===== src/rtl/y_seq_adder.sv =====
// y_seq_adder: digit-serial adder, DIGIT bits per cycle, registered sum/carry/overflow.
// Define Y_SEQ_ADDER_SUB_EN to add a sub port selecting a - b.
module y_seq_adder #(
    parameter int WIDTH = 32,
    parameter int DIGIT = 8
) (
    input  logic             clk,
    input  logic             reset,
    input  logic             start,
    input  logic [WIDTH-1:0] a,
    input  logic [WIDTH-1:0] b,
    input  logic             cin,
`ifdef Y_SEQ_ADDER_SUB_EN
    input  logic             sub,
`endif
    output logic [WIDTH-1:0] z,
    output logic             cout,
    output logic             ovf,
    output logic             busy,
    output logic             done
);
    localparam int NDIG = WIDTH / DIGIT;
    localparam int KW = (NDIG > 1) ? $clog2(NDIG) : 1;
    typedef enum logic [1:0] {IDLE, ADD, DONE} state_t;
    state_t state_q, state_d;
    logic [WIDTH-1:0] a_q, a_d, b_q, b_d, z_q, z_d;
    logic [KW-1:0] k_q, k_d;
    logic carry_q, carry_d, cout_q, cout_d, ovf_q, ovf_d;
    logic [DIGIT-1:0] a_dig, b_dig;
    logic [DIGIT:0] sum;
    logic sub_in, last;
`ifdef Y_SEQ_ADDER_SUB_EN
    assign sub_in = sub;
`else
    assign sub_in = 1'b0;
`endif
    // Subtraction is folded in at latch time as a + ~b + 1.
    always_comb begin
        state_d = state_q;
        a_d = a_q;
        b_d = b_q;
        z_d = z_q;
        k_d = k_q;
        carry_d = carry_q;
        cout_d = cout_q;
        ovf_d = ovf_q;
        a_dig = a_q[k_q*DIGIT +: DIGIT];
        b_dig = b_q[k_q*DIGIT +: DIGIT];
        sum = {1'b0, a_dig} + {1'b0, b_dig} + {{DIGIT{1'b0}}, carry_q};
        last = (k_q == KW'(NDIG - 1));
        case (state_q)
            IDLE: if (start) begin
                a_d = a;
                b_d = sub_in ? ~b : b;
                carry_d = sub_in | cin;
                k_d = '0;
                state_d = ADD;
            end
            ADD: begin
                z_d[k_q*DIGIT +: DIGIT] = sum[DIGIT-1:0];
                carry_d = sum[DIGIT];
                k_d = last ? '0 : k_q + 1'b1;
                if (last) begin
                    cout_d = sum[DIGIT];
                    // carry into MSB recovered as sum_msb ^ a_msb ^ b_msb
                    ovf_d = sum[DIGIT] ^ sum[DIGIT-1] ^ a_dig[DIGIT-1] ^ b_dig[DIGIT-1];
                    state_d = DONE;
                end
            end
            DONE: state_d = IDLE;
            default: state_d = IDLE;
        endcase
    end
    always_ff @(posedge clk or posedge reset) begin
        if (reset) begin
            state_q <= IDLE;
            a_q <= '0;
            b_q <= '0;
            z_q <= '0;
            k_q <= '0;
            carry_q <= 1'b0;
            cout_q <= 1'b0;
            ovf_q <= 1'b0;
        end else begin
            state_q <= state_d;
            a_q <= a_d;
            b_q <= b_d;
            z_q <= z_d;
            k_q <= k_d;
            carry_q <= carry_d;
            cout_q <= cout_d;
            ovf_q <= ovf_d;
        end
    end
    assign z = z_q;
    assign cout = cout_q;
    assign ovf = ovf_q;
    assign busy = (state_q == ADD);
    assign done = (state_q == DONE);
endmodule


===== config.mk =====
export PLATFORM = sky130hd
export DESIGN_NAME = y_seq_adder
export DESIGN_NICKNAME = d
export VERILOG_FILES = /design/src/rtl/y_seq_adder.sv
export SDC_FILE = /design/constraint.sdc
export NUM_CORES = 1
export LEC_CHECK = 0
export ABC_CLOCK_PERIOD_IN_PS = 3190
export CORE_MARGIN = 4
export CORE_UTILIZATION = 43
export CTS_CLUSTER_SIZE = 20
export DETAILED_ROUTE_END_ITERATION = 8
export PLACE_DENSITY_LB_ADDON = 0.1
export RECOVER_POWER = 25
export SETUP_SLACK_MARGIN = 0.2
export SKIP_LAST_GASP = 1
export SLEW_MARGIN = 20
export SYNTH_ARGS = -nofsm -noshare
export SYNTH_HDL_FRONTEND = slang
export SYNTH_SLANG_ARGS = --single-unit

===== constraint.sdc =====
create_clock -name clk -period 3.19 [get_ports clk]
set_input_delay 0.638 -clock clk [delete_from_list [all_inputs] [get_ports clk]]
set_output_delay 0.638 -clock clk [all_outputs]
set_load 0.02 [all_outputs]

# ---- After elaboration in Yosys (flattened, before gate mapping)
# Index checks and enable logic that the tools add are counted.
dict set report op_classes {
  addsub 4
  eq_ne 5
  shift 4
  muxes 9
  bitwise_logic 3
  reduce_logical 6
}
# cell n
set ops {}
lappend ops {{32-bit by 6-bit indexed part select with 8-bit output} 2}
lappend ops {{5-bit negation with 34-bit output} 1}
lappend ops {{8-bit by 34-bit variable shift with 32-bit output, first input constant} 1}
lappend ops {{8-bit by 34-bit indexed part select with 32-bit output} 1}
lappend ops {{32-bit bitwise mux} 1}
lappend ops {{8-bit by 8-bit adder with 9-bit output} 1}
lappend ops {{9-bit by 1-bit adder with 9-bit output} 1}
lappend ops {{2-bit 2-to-1 mux} 4}
lappend ops {{2-bit case mux with 2 select lines} 2}
lappend ops {{2-bit AND reduction} 4}
lappend ops {{2-bit equality test, second input constant} 2}
lappend ops {{1-bit XOR} 3}
lappend ops {{2-bit by 1-bit adder with 2-bit output, second input constant} 1}
lappend ops {{2-bit by 1-bit equality test with 1-bit output, second input constant} 1}
lappend ops {{2-bit zero test} 1}
lappend ops {{2-bit by 1-bit != test with 1-bit output, second input constant} 1}
lappend ops {{2-bit != test, second input constant} 1}
lappend ops {{1-bit case mux with 2 select lines} 1}
lappend ops {{2-bit nonzero test} 1}
lappend ops {{1-bit 2-to-1 mux} 1}
dict set report totals {
  register_bits 103
  inputBits 68
  output_inout_bits 36
  word_cells 39
}

# ---- Longest topological paths before layout
# Gate-level depths: netlist of run 1.
dict set report depth {
  ltp_word 6
  depth_mapped 12
  ltp_nobuf 10
}

# ---- Least setup slack after synthesis of run 1
# No wires, ideal clock.
dict set report synth_timing {
  kind {register -> register}
  start {reg k_q[0]}
  end {reg carry_q}
  setup_time_ns 0.126
  arrival_ns 3.174
  required_ns 3.064
  path_slack_ns -0.110
  path_stages_with_launch 13
  n_path_buf 2
  synth_period_minus_slack_ns 3.300
  path_cell_list {dfrtp_1 -> buf_4 -> clkbuf_1 -> mux4_2 -> fa_1 -> inv_1 -> fa_1 -> nor2b_1 -> o21ai_0 -> nand2_1 -> a31oi_1 -> o21ai_0 -> a221o_1}
}
dict set report synth_via {
  elab_chain_len 4
  word_cells_on_any_way 5
  cone_classes {add/sub: 2; shift: 2; mux: 1}
}
# element line
set synth_lines {}
lappend synth_lines {{start, declared} 27} ;# logic [KW-1:0] k_q, k_d;
lappend synth_lines {{start signal, assigned} 89} ;# k_q <= k_d;
lappend synth_lines {{32-bit by 6-bit indexed part select with 8-bit output, on equally long branches} {47, 48}}
lappend synth_lines {{8-bit by 8-bit adder with 9-bit output *} 49} ;# sum = {1'b0, a_dig} + {1'b0, b_dig} + {{DIGIT{1'b0}}, carry_q};
lappend synth_lines {{9-bit by 1-bit adder with 9-bit output *} 49}
lappend synth_lines {{1-bit case mux with 2 select lines *} 51} ;# case (state_q)
lappend synth_lines {{end signal, assigned} 90} ;# carry_q <= carry_d;
lappend synth_lines {{end, declared} 28} ;# logic carry_q, carry_d, cout_q, cout_d, ovf_q, ovf_d;
# Every way passes the cells marked *; elsewhere a longest branch is shown, timed or not.
# A chain may end at the register's enable or synchronous reset.

# ---- Final worst setup path of run 1
# Ends and elaborated chain as after synthesis.

==> results of run 1 <==
sequential cells by signal (all words and copies together), names as in the netlist:
register,flops
a_q,32
b_q,32
z,32
k_q,2
state_q,2
carry_q,1
cout,1
ovf,1
worst reg2reg max path, cell delays in order (launching register included):
cell	delay (ps)
dfrtp_2	450
mux4_2	540
fa_1	430
inv_1	80
fa_1	200
nor2b_1	50
o21ai_1	150
nand2_1	120
a31oi_2	240
o21ai_1	120
a221o_1	350
placed cells by master, fill, tap and decap left out, drive strengths merged, types with 2 or more instances in the layout:
master         netlist  final
a21o                 5      5
a21oi                6      6
a22o                26     26
a31oi                2      2
buf                 10     11
clkbuf               4     13
clkdlybuf4s50        0    102
dfrtp              103    103
fa                   2      2
ha                  13     13
inv                 10     12
mux2                65     65
mux4                16     16
nand2               16     16
nand2b               3      3
nand3                2      2
nand4                4      4
nor2                 7      7
nor2b                6      6
nor3                 3      3
o21ai               14     14
or3                  2      2
xnor2                3      3
xor2                 3      3
through the flow:
| step | setup slack (ps) | total power (W) |
|---|---|---|
| 2_1_floorplan | 201.9 | 0.005127 |
| 3_3_place_gp | 314.8 | 0.006619 |
| 3_5_place_dp | 186.2 | 0.006711 |
| 4_1_cts | 221.3 | 0.007595 |
| 5_1_grt | 163.5 | 0.008160 |
| 6_report | 349.4 | 0.007586 |
power by group:
group,total [W],switching (W),internal (W)
combinational,0.00445,0.00235,0.00210
clock,0.000874,0.000461,0.000414
sequential,0.00226,0.000358,0.00190
total,0.00759,0.00317,0.00442
per-layer routing:
| layer | part of all wire (%) | GRT usage (%) | routed length [µm] | vias to the layer above |
|---|---|---|---|---|
| met3 | 4.7 | 3.827 | 491 | 12 |
| met5 | 0 | 0 | 0 | - |
| met4 | 1.7 | 4.647 | 178 | 0 |
| li1 | - | - | - | 1447 |
| met2 | 50 | 29.64 | 5268 | 84 |
| met1 | 43 | 22.05 | 4540 | 1558 |
Yosys cell counts (3+ instances only):
master    number  area [µm²]
dfrtp_1      103        2577
mux2_2        65       732.0
a22o_1        26       227.7
mux4_2        16       360.4
nand2_1       16       60.06
o21ai_0       14       70.07
ha_1          13       162.7
inv_1         10       37.54
buf_2          8       40.04
nor2_1         7       26.28
a21oi_1        6       30.03
nor2b_1        6       37.54
a21o_1         5       37.54
clkbuf_1       4       15.01
nand4_1        4       25.02
nand2b_1       3       18.77
nor3_1         3       15.01
xnor2_1        3       26.28
xor2_1         3       26.28
cell type report:
class | count | area (µm²) | area share (%)
clock buffers | 11 | 151.4 | 2.466
well taps | 136 | 170.2 | 2.772
multi-input cells | 205 | 2004 | 32.65
inverters | 10 | 38.79 | 0.6319
flip-flops and latches | 103 | 2579 | 42.01
repair buffers | 116 | 1134 | 18.47
clock inverters | 5 | 61.31 | 0.9988
how the worst max path moves through the flow:
stage                start       to  slack, ps  cells after the start
finish              k_q[0]  carry_q        350                     10
global placement    k_q[0]  carry_q        310                     10
CTS                 k_q[0]  carry_q        220                     10
floorplan           k_q[0]  carry_q        200                     12
detailed placement  k_q[0]  carry_q        190                     10
global route        k_q[0]    z[22]        160                     10
cells by family after synthesis:
logic type | Yosys count
simple gates | 46
buf+inv | 24
compound gates | 57
mux | 81
xor+xnor | 6
flops | 103
fa+ha+maj | 15
==> results.md, run 1 <==
- Fmax: 0.3520 GHz
- Buffer and inverter count on the worst path: 1
- Share of cells above drive strength 1: 25.33%
- CP endpoint kind: flop
- Cell Area, Synth: 4672 µm²
- Pwr per Cell Area: 1236 nW/µm²
- Largest delay share family, worst path: compound AO/OA/AOI/OAI gates
- Initial core utilization: 44.65%
- Design area: 6138 µm²
- I/O pins: 104
- Setup crit start kind: flop
- Mapped Nets: 415
- Clock buffer depth: 2
- Max stage delay on crit path: 540 ps
- Final RePlAce weighted congestion: 0.8210
- FF-to-FF Start: k_q[0]
- RSZ-0062 raised after global routing: true
- Setup Viol. Count Final: 0
- Total grt overflow: 0
- Post-CTS Hold Fix Bufs: 0
- Area of the core: 10460 µm²
- CTS Root Cell: clkbuf_8
- Die X: 112.2 µm
- DR WL/cell: 17.88 µm
- Number of synthesis warnings: 0
- TritonCTS sink count: 103
- Via count: 3101
- Port buffer count: 103
- Critical path data required time: 3440 ps
- Maximum VDD drop: 0.6678 mV
- Hold_ws: 492.5 ps
- Die Y: 112.2 µm
- R2R setup slack: 350 ps
- Die area: 12600 µm²
- Crit path arrival time: 3090 ps
- Ys async rst share: 100.0%
- Reg2Reg Depth: 10
- Post-CTS Resized: 1
- ANT cells: 0
- Dominant synthesized flop cell: dfrtp_1
- Sum Neg Setup Slack: 0 ps
- H-tree levels: 3
- CTS tree: done
- Hold Vio Cnt, Final: 0
- Mapped Cells: 332
- Distinct cell type count after synthesis: 32
- Initial antenna violation count: 0
- Pleak: 2.595 nW
- Syn avg cell area: 14.07 µm²
- Flops & latches, synth: 103
- Crit-path slowest cell: mux4_2
- WL final: 10480 µm
- Residual DRC count: 0
- Tcrit/Tclk final: 89.05%
- Final Max Slew Viols: 0
- Slew margin rel.: 19.24%
- Min-Delay Endpoint: z[18]
- Mux cell area share after synthesis: 23.38%
- Tightest Pin Transition: 1211 ps
- # placed instances: 570
- Maximum fanout along the worst path: 5
- Num CTS Buffers: 9
- Compound-cell area share of the yosys netlist: 8.838%
- Post-synthesis adder-cell area fraction: 4.339%
- Post-synth EDFFs: 0
- Crit path cell chain: mux4_2, fa_1, inv_1, fa_1, nor2b_1, o21ai_1, nand2_1, a31oi_2, o21ai_1, a221o_1
- Total GRT Usage: 17.22%
- DR vias/cell: 5.292
- Final ANT Viol Nets: 0
- NumNets Final: 528
- Number of global-route vias before repair: 3304
- Crit Path Class: flop to flop
- CTS clock-pin slew for the worst setup and hold paths: 100 ps
- Final HPWL DP: 8134 µm
- Detailed-router iteration count before antenna repair: 4
- FF-to-FF End: carry_q
- Clk Latency, worst-skew pair: 370 ps
- Placed Area: 5926 µm²
- Area delta synth->final: 31.39%
- Global-route wire length before repair: 17160 µm
- Simple-gate area share of the yosys netlist: 4.928%
- Hold_sp: z[18]
- Hold Path Cell Cnt: 2
- Clk_skew: 14.25 ps
- Post-CTS Setup Inserts: 0
- Largest net degree at the start of global routing: 46
- Largest family of logic cells by synthesized area: multiplexers
- Final non-filler cell total: 586
- Outcome: finished, final reports clean
- XOR/XNOR Fraction of Synth Area: 1.125%
- Final core occ: 58.67%
- First DRT Iteration DRCs: 110
- Max Cap Viol: 0
- Cell Rows: 37
- Tmin final: 2841 ps
- Register area share after synthesis: 55.17%
- Fillers: 930
- Worst min path class: flop to flop
(Power assumes the default switching activity.)
==> inputs of run 2 (changes only) <==
--- a/config.mk
+++ b/config.mk
@@ -6,8 +6,9 @@
 export NUM_CORES = 1
 export LEC_CHECK = 0
 export ABC_CLOCK_PERIOD_IN_PS = 3190
-export CORE_MARGIN = 4
+export CORE_MARGIN = 1.5
 export CORE_UTILIZATION = 43
+export CTS_CLUSTER_DIAMETER = 60
 export CTS_CLUSTER_SIZE = 20
 export DETAILED_ROUTE_END_ITERATION = 8
 export PLACE_DENSITY_LB_ADDON = 0.1
==> run 2 against run 1 <==
  * The flow now finishes with violations (max-capacitance violations, max-slew violations)
  * Wire length decreased by 2.6%
  * Sequential share of layout area increased by 0.11 points
  * Sequential power about the same
  * Combinational power increased by 1%
  * Non-clock buffer count unchanged
  * Register-to-register slack about the same
  * Sequential cell count unchanged
  * Clock skew increased by 1.5 ps
  * First-iteration DRC count decreased by 8.2%
  * Design area decreased by 0.27%
  * Critical path depth unchanged
  * Maximum frequency decreased by 0.25%
  * Critical path type unchanged
  * Critical endpoint is now ovf
  * Largest cell class unchanged
  * Largest power group unchanged
  * Highest routed layer unchanged
==> results.md, run 2 (synthesis results as in run 1) <==
- Fmax: 0.3512 GHz
- Place WS: 115.1 ps
- Detailed-router iteration count before antenna repair: 4
- ANT cells: 0
- Maximum fanout along the worst path: 6
- Setup crit start kind: flop
- Total grt overflow: 0
- Crit path arrival time: 3140 ps
- Hold Vio Cnt, Final: 0
- NumNets Final: 528
- Number of global-route vias before repair: 3286
- Most used cell, CP: fa_1
- First DRT Iteration DRCs: 101
- Buffer and inverter count on the worst path: 1
- WL final: 10210 µm
- Final HPWL DP: 7743 µm
- Maximum VDD drop: 0.7843 mV
- DR vias/cell: 5.321
- Crit Path Class: flop to flop
- Tcrit/Tclk final: 89.27%
- TritonCTS sink count: 103
- Max Cap Viol: 1
- CTS clock-pin slew for the worst setup and hold paths: 100 ps
- Clock buffer depth: 2
- Tmin final: 2848 ps
- Die X: 107.2 µm
- Die area: 11500 µm²
- Port buffer count: 103
- Design area: 6122 µm²
- Num CTS Buffers: 9
- Pwr per Cell Area: 1223 nW/µm²
- Crit path cell chain: mux4_2, fa_1, inv_1, fa_1, nor2b_1, o21ai_1, a21oi_1, or3_1, a21o_1, a31oi_1
- CTS Root Cell: clkbuf_8
- Final Max Slew Viols: 34
- Placed Area: 5918 µm²
- DR WL/cell: 17.45 µm
- Cell Rows: 37
- I/O pins: 104
- Area of the core: 10420 µm²
- Sum Neg Setup Slack: 0 ps
- Initial antenna violation count: 0
- Outcome: complete, but fails checks
- Residual DRC count: 0
- Share of cells above drive strength 1: 25.17%
- Initial core utilization: 44.85%
- Clk_skew: 15.70 ps
- Final RePlAce weighted congestion: 0.8114
- Worst min path class: flop to flop
- Global-route wire length before repair: 16790 µm
- Die Y: 107.2 µm
- CP endpoint kind: flop
- Largest net degree at the start of global routing: 48
- Tightest Pin Transition: 1512 ps
- R2R setup slack: 340 ps
- RSZ-0062 raised after global routing: true
- Crit-path slowest cell: mux4_2
- Slew margin rel.: -1.335%
- Area delta synth->final: 31.04%
- H-tree levels: 3
- Via count: 3113
- Clk Latency, worst-skew pair: 360 ps
- Hold_ws: 489.1 ps
- Setup Viol. Count Final: 0
- Total GRT Usage: 19.28%
- Max stage delay on crit path: 540 ps
- Failing checks: max-capacitance violations, max-slew violations
- Pleak: 2.567 nW
- Most frequent cells in the layout: dfrtp_1, clkdlybuf4s50_1, mux2_2, a22o_1
- Critical path data required time: 3480 ps
- CTS tree: done
- Setup WS post-layout: 342.3 ps
- Largest delay share family, worst path: adder cells
- Final ANT Viol Nets: 0
## run 2: layout make-up
type | count | area [µm²]
inverters | 10 | 38.79
clock buffers | 10 | 127.6
fillers | 891 | 4294
multi-input cells | 205 | 2022
well taps | 136 | 170.2
repair buffers | 116 | 1149
flip-flops and latches | 103 | 2579
clock inverters | 5 | 36.28
## run 2: where the power goes
group | internal [W] | switching (W)
logic | 0.00214 | 0.00237
clock network | 0.000280 | 0.000443
registers | 0.00190 | 0.000353
## run 2: final timing paths
path	depth (start not counted)	from	to
max reg2reg	10	k_q[0]	ovf
min reg2reg	2	z[18]	z[18]
min	2	z[18]	z[18]
max in group asynchronous	3	reset	z[20]
min in group asynchronous	2	reset	z[5]
max	10	k_q[0]	ovf
## run 2: worst register-to-register path, cell delays in order, from the launching register on
cell	delay [ps]
dfrtp_2	480
mux4_2	540
fa_1	430
inv_1	80
fa_1	190
nor2b_1	50
o21ai_1	150
a21oi_1	120
or3_1	400
a21o_1	190
a31oi_1	150
## run 2: timing repair
action	CTS	global route
hold buffers	0	0
setup buffers	1	0
pin swaps	0	0
resized for setup	1	9
endpoints found under the setup margin	5	15
gates cloned	0	0
## run 2: through the flow
step           util [%]  total power [W]  cells
6_report          58.77         0.007490    585
5_1_grt           58.77         0.008050    585
4_1_cts           58.47         0.007435    585
3_5_place_dp      56.82         0.006647    569
3_3_place_gp      56.82         0.006552    569
2_1_floorplan         -         0.005127    332
## run 2: per-layer routing
layer | routed length [µm] | vias up | part of all wire [%] | global-route usage [%]
met2 | 5251 | 85 | 51 | 33.21
li1 | - | 1451 | - | -
met4 | 128 | 0 | 1.3 | 6.286
met5 | 0 | - | 0 | 0
met3 | 412 | 8 | 4.0 | 3.100
met1 | 4414 | 1569 | 43 | 24.80
==> variant, RTL diff (settings of run 1) <==
Set the parameter `DIGIT` to 16 (it was 8).
--- a/src/rtl/y_seq_adder.sv
+++ b/src/rtl/y_seq_adder.sv
@@ -2,7 +2,7 @@
 // Define Y_SEQ_ADDER_SUB_EN to add a sub port selecting a - b.
 module y_seq_adder #(
     parameter int WIDTH = 32,
-    parameter int DIGIT = 8
+    parameter int DIGIT = 16
 ) (
     input  logic             clk,
     input  logic             reset,
Function: changed (Yosys sat finds a counterexample within 4 cycles, from zero or initial values and one cycle with reset high).
==> variant against run 1 <==
Routed wire length decreased by 0.84%. First-iteration DRC count increased by 57%. Design area increased by 5.3%. Area after synthesis increased by 6.0%. Worst setup slack improved by 53 ps. Sequential share of layout area decreased by 2.5 points. Synthesized cell count increased by 24%. Utilization decreased by 0.32 points. Sequential cell count decreased by 1. Cell count increased by 12%.
Power is left out: the tool's default activity adds up to more than one toggle a clock period on the data nets, which glitch-free logic cannot reach.
==> variant: results <==
worst_hold_path:
  hold_class: "reg -> reg"
  hold_end: "z[25]"
  holdPathStages: 2
  hold_path_startpoint: "z[25]"
finish:
  antenna_cells: 0
  drive_above_1_share_pct: 24.9
  layout.nets: 599
global_routing:
  groute.layer.met1.usage_pct: 25.9
  grt_start_max_net_pins: 103
  grt.total_usage_pct: 16.4
  grt.met2_usage_pct: 22.1
  via_count_of_the_first_global_routing_pass: 3359
  first_pass_grt_wire_length_um: 17000
  met3_usage_pct: 3.63
  grt_antenna_before_repair: 0
  overflow: 0
setup_path:
  rr_startpoint: "k_q"
  critical-path-slowest-cell: "sky130_fd_sc_hd__dfrtp_1"
  timing.reg2reg.setup_slack_ps: 400
  wp_data_arrival_ps: 3040
  reg2reg_to: "ovf"
  reg2reg_depth: 9
  path_delay_family: "simple AND/OR/NAND/NOR gates"
  timing.critical_path.slowest_cell_delay_ps: 420
  critPathMaxFanout: 25
synth:
  synthesis.instances: 411
  synth.mux.area_fraction_pct: 22.4
  synth-async-reset-ratio_pct: 100
  synth_enable_flop_cells: 0
  synthesis.yosys.warnings: 0
  synth.top_cells.by_area: "sky130_fd_sc_hd__dfrtp_1 52%, sky130_fd_sc_hd__mux2_2 21%, sky130_fd_sc_hd__ha_1 3.8%"
  postSynthNetCount: 496
  synth_compound_area_share_pct: 10.6
  synth_top_cells_by_count: "102 x sky130_fd_sc_hd__dfrtp_1, 94 x sky130_fd_sc_hd__mux2_2, 47 x sky130_fd_sc_hd__nand2_1, 30 x sky130_fd_sc_hd__o21ai_0, 15 x sky130_fd_sc_hd__ha_1"
  yosys.cell_types.count: 46
  synth-xor-area-share_pct: 2.10
  seq_area_frac_synth_pct: 51.5
  synth_area_in_adders_pct: 4.60
drt:
  detailedRoute.firstPassIterationCount: 4
  wl_per_cell_um: 15.8
  vias_per_cell: 5.19
  routed-via-count: 3414
  drt_iter0_drc: 173
outcome:
  result_of_the_run: "completed"
timing:
  clock_skew_ps: 8.92
  period_minus_slack_ps: 2790
  slew-limit-headroom_pct: 9.84
placement:
  place.detailed.hpwl_um: 7770
  io_buffers: 103
  post-place-cells: 643
  placed_cell_area_um2: 6150
  placement.setup.worst_slack_ps: 325
  gp_congestion: 0.778
cts:
  insertion_delay_ps: 340
  clock_root_cell: "sky130_fd_sc_hd__clkbuf_16"
  h-tree-depth: 3
  cts_buffer_depth: 2
  clkTransAtPathRegs_ps: 60
## variant: cell types whose count changed in the layout (fill, tap and decap cells not counted), moves of 16 or more
cell / run 1 / this run
sky130_fd_sc_hd__a22o_1: 26 / 0
sky130_fd_sc_hd__mux2_2: 65 / 94
sky130_fd_sc_hd__o21ai_0: 12 / 30
sky130_fd_sc_hd__mux4_2: 16 / 0
sky130_fd_sc_hd__nand2_1: 16 / 47
## variant: stage by stage
stage               hold WS [ps]  util, %
finish                       479     58.3
global route                 508     58.3
CTS                          484     58.3
detailed placement           470     55.5
global placement             462     55.5
floorplan                    475        -
## variant: cell type report
class                           count  area, um2
Timing Repair Buffer              110       1090
Tap cell                          140        175
Clock inverter                      4       55.1
Inverter                            9       37.5
Sequential cell                   102       2550
Clock buffer                       11        253
Fill cell                         956       4610
Multi-Input combinational cell    282       2300
## variant: cells by family after synthesis
| logic type | Yosys count |
|---|---|
| AO/OA/AOI/OAI | 84 |
| XOR/XNOR | 11 |
| multiplexers | 98 |
| flip-flops | 102 |
| adder cells (fa/ha/maj) | 17 |
| buffers and inverters | 27 |
| AND/OR/NAND/NOR | 72 |
## variant: per-layer routing
layer  vias to the layer above  part of all wire [%]  wire length [um]
met3                         5                   4.6               478
met5                         -                     0                 0
met2                        85                    43              4520
li1                       1672                     -                 -
met4                         0                  0.57                59
met1                      1652                    51              5330
## variant: worst max path at each step
stage,from,end
5_1_grt,k_q,z[13]
4_1_cts,k_q,ovf
2_1_floorplan,k_q,ovf
3_3_place_gp,k_q,ovf
6_report,k_q,ovf
3_5_place_dp,k_q,ovf
## variant: what timing repair did
item,in CTS,in global routing
gates resized for setup,0,4
setup buffers,0,0
hold buffers,0,0
setup endpoints to repair,0,11
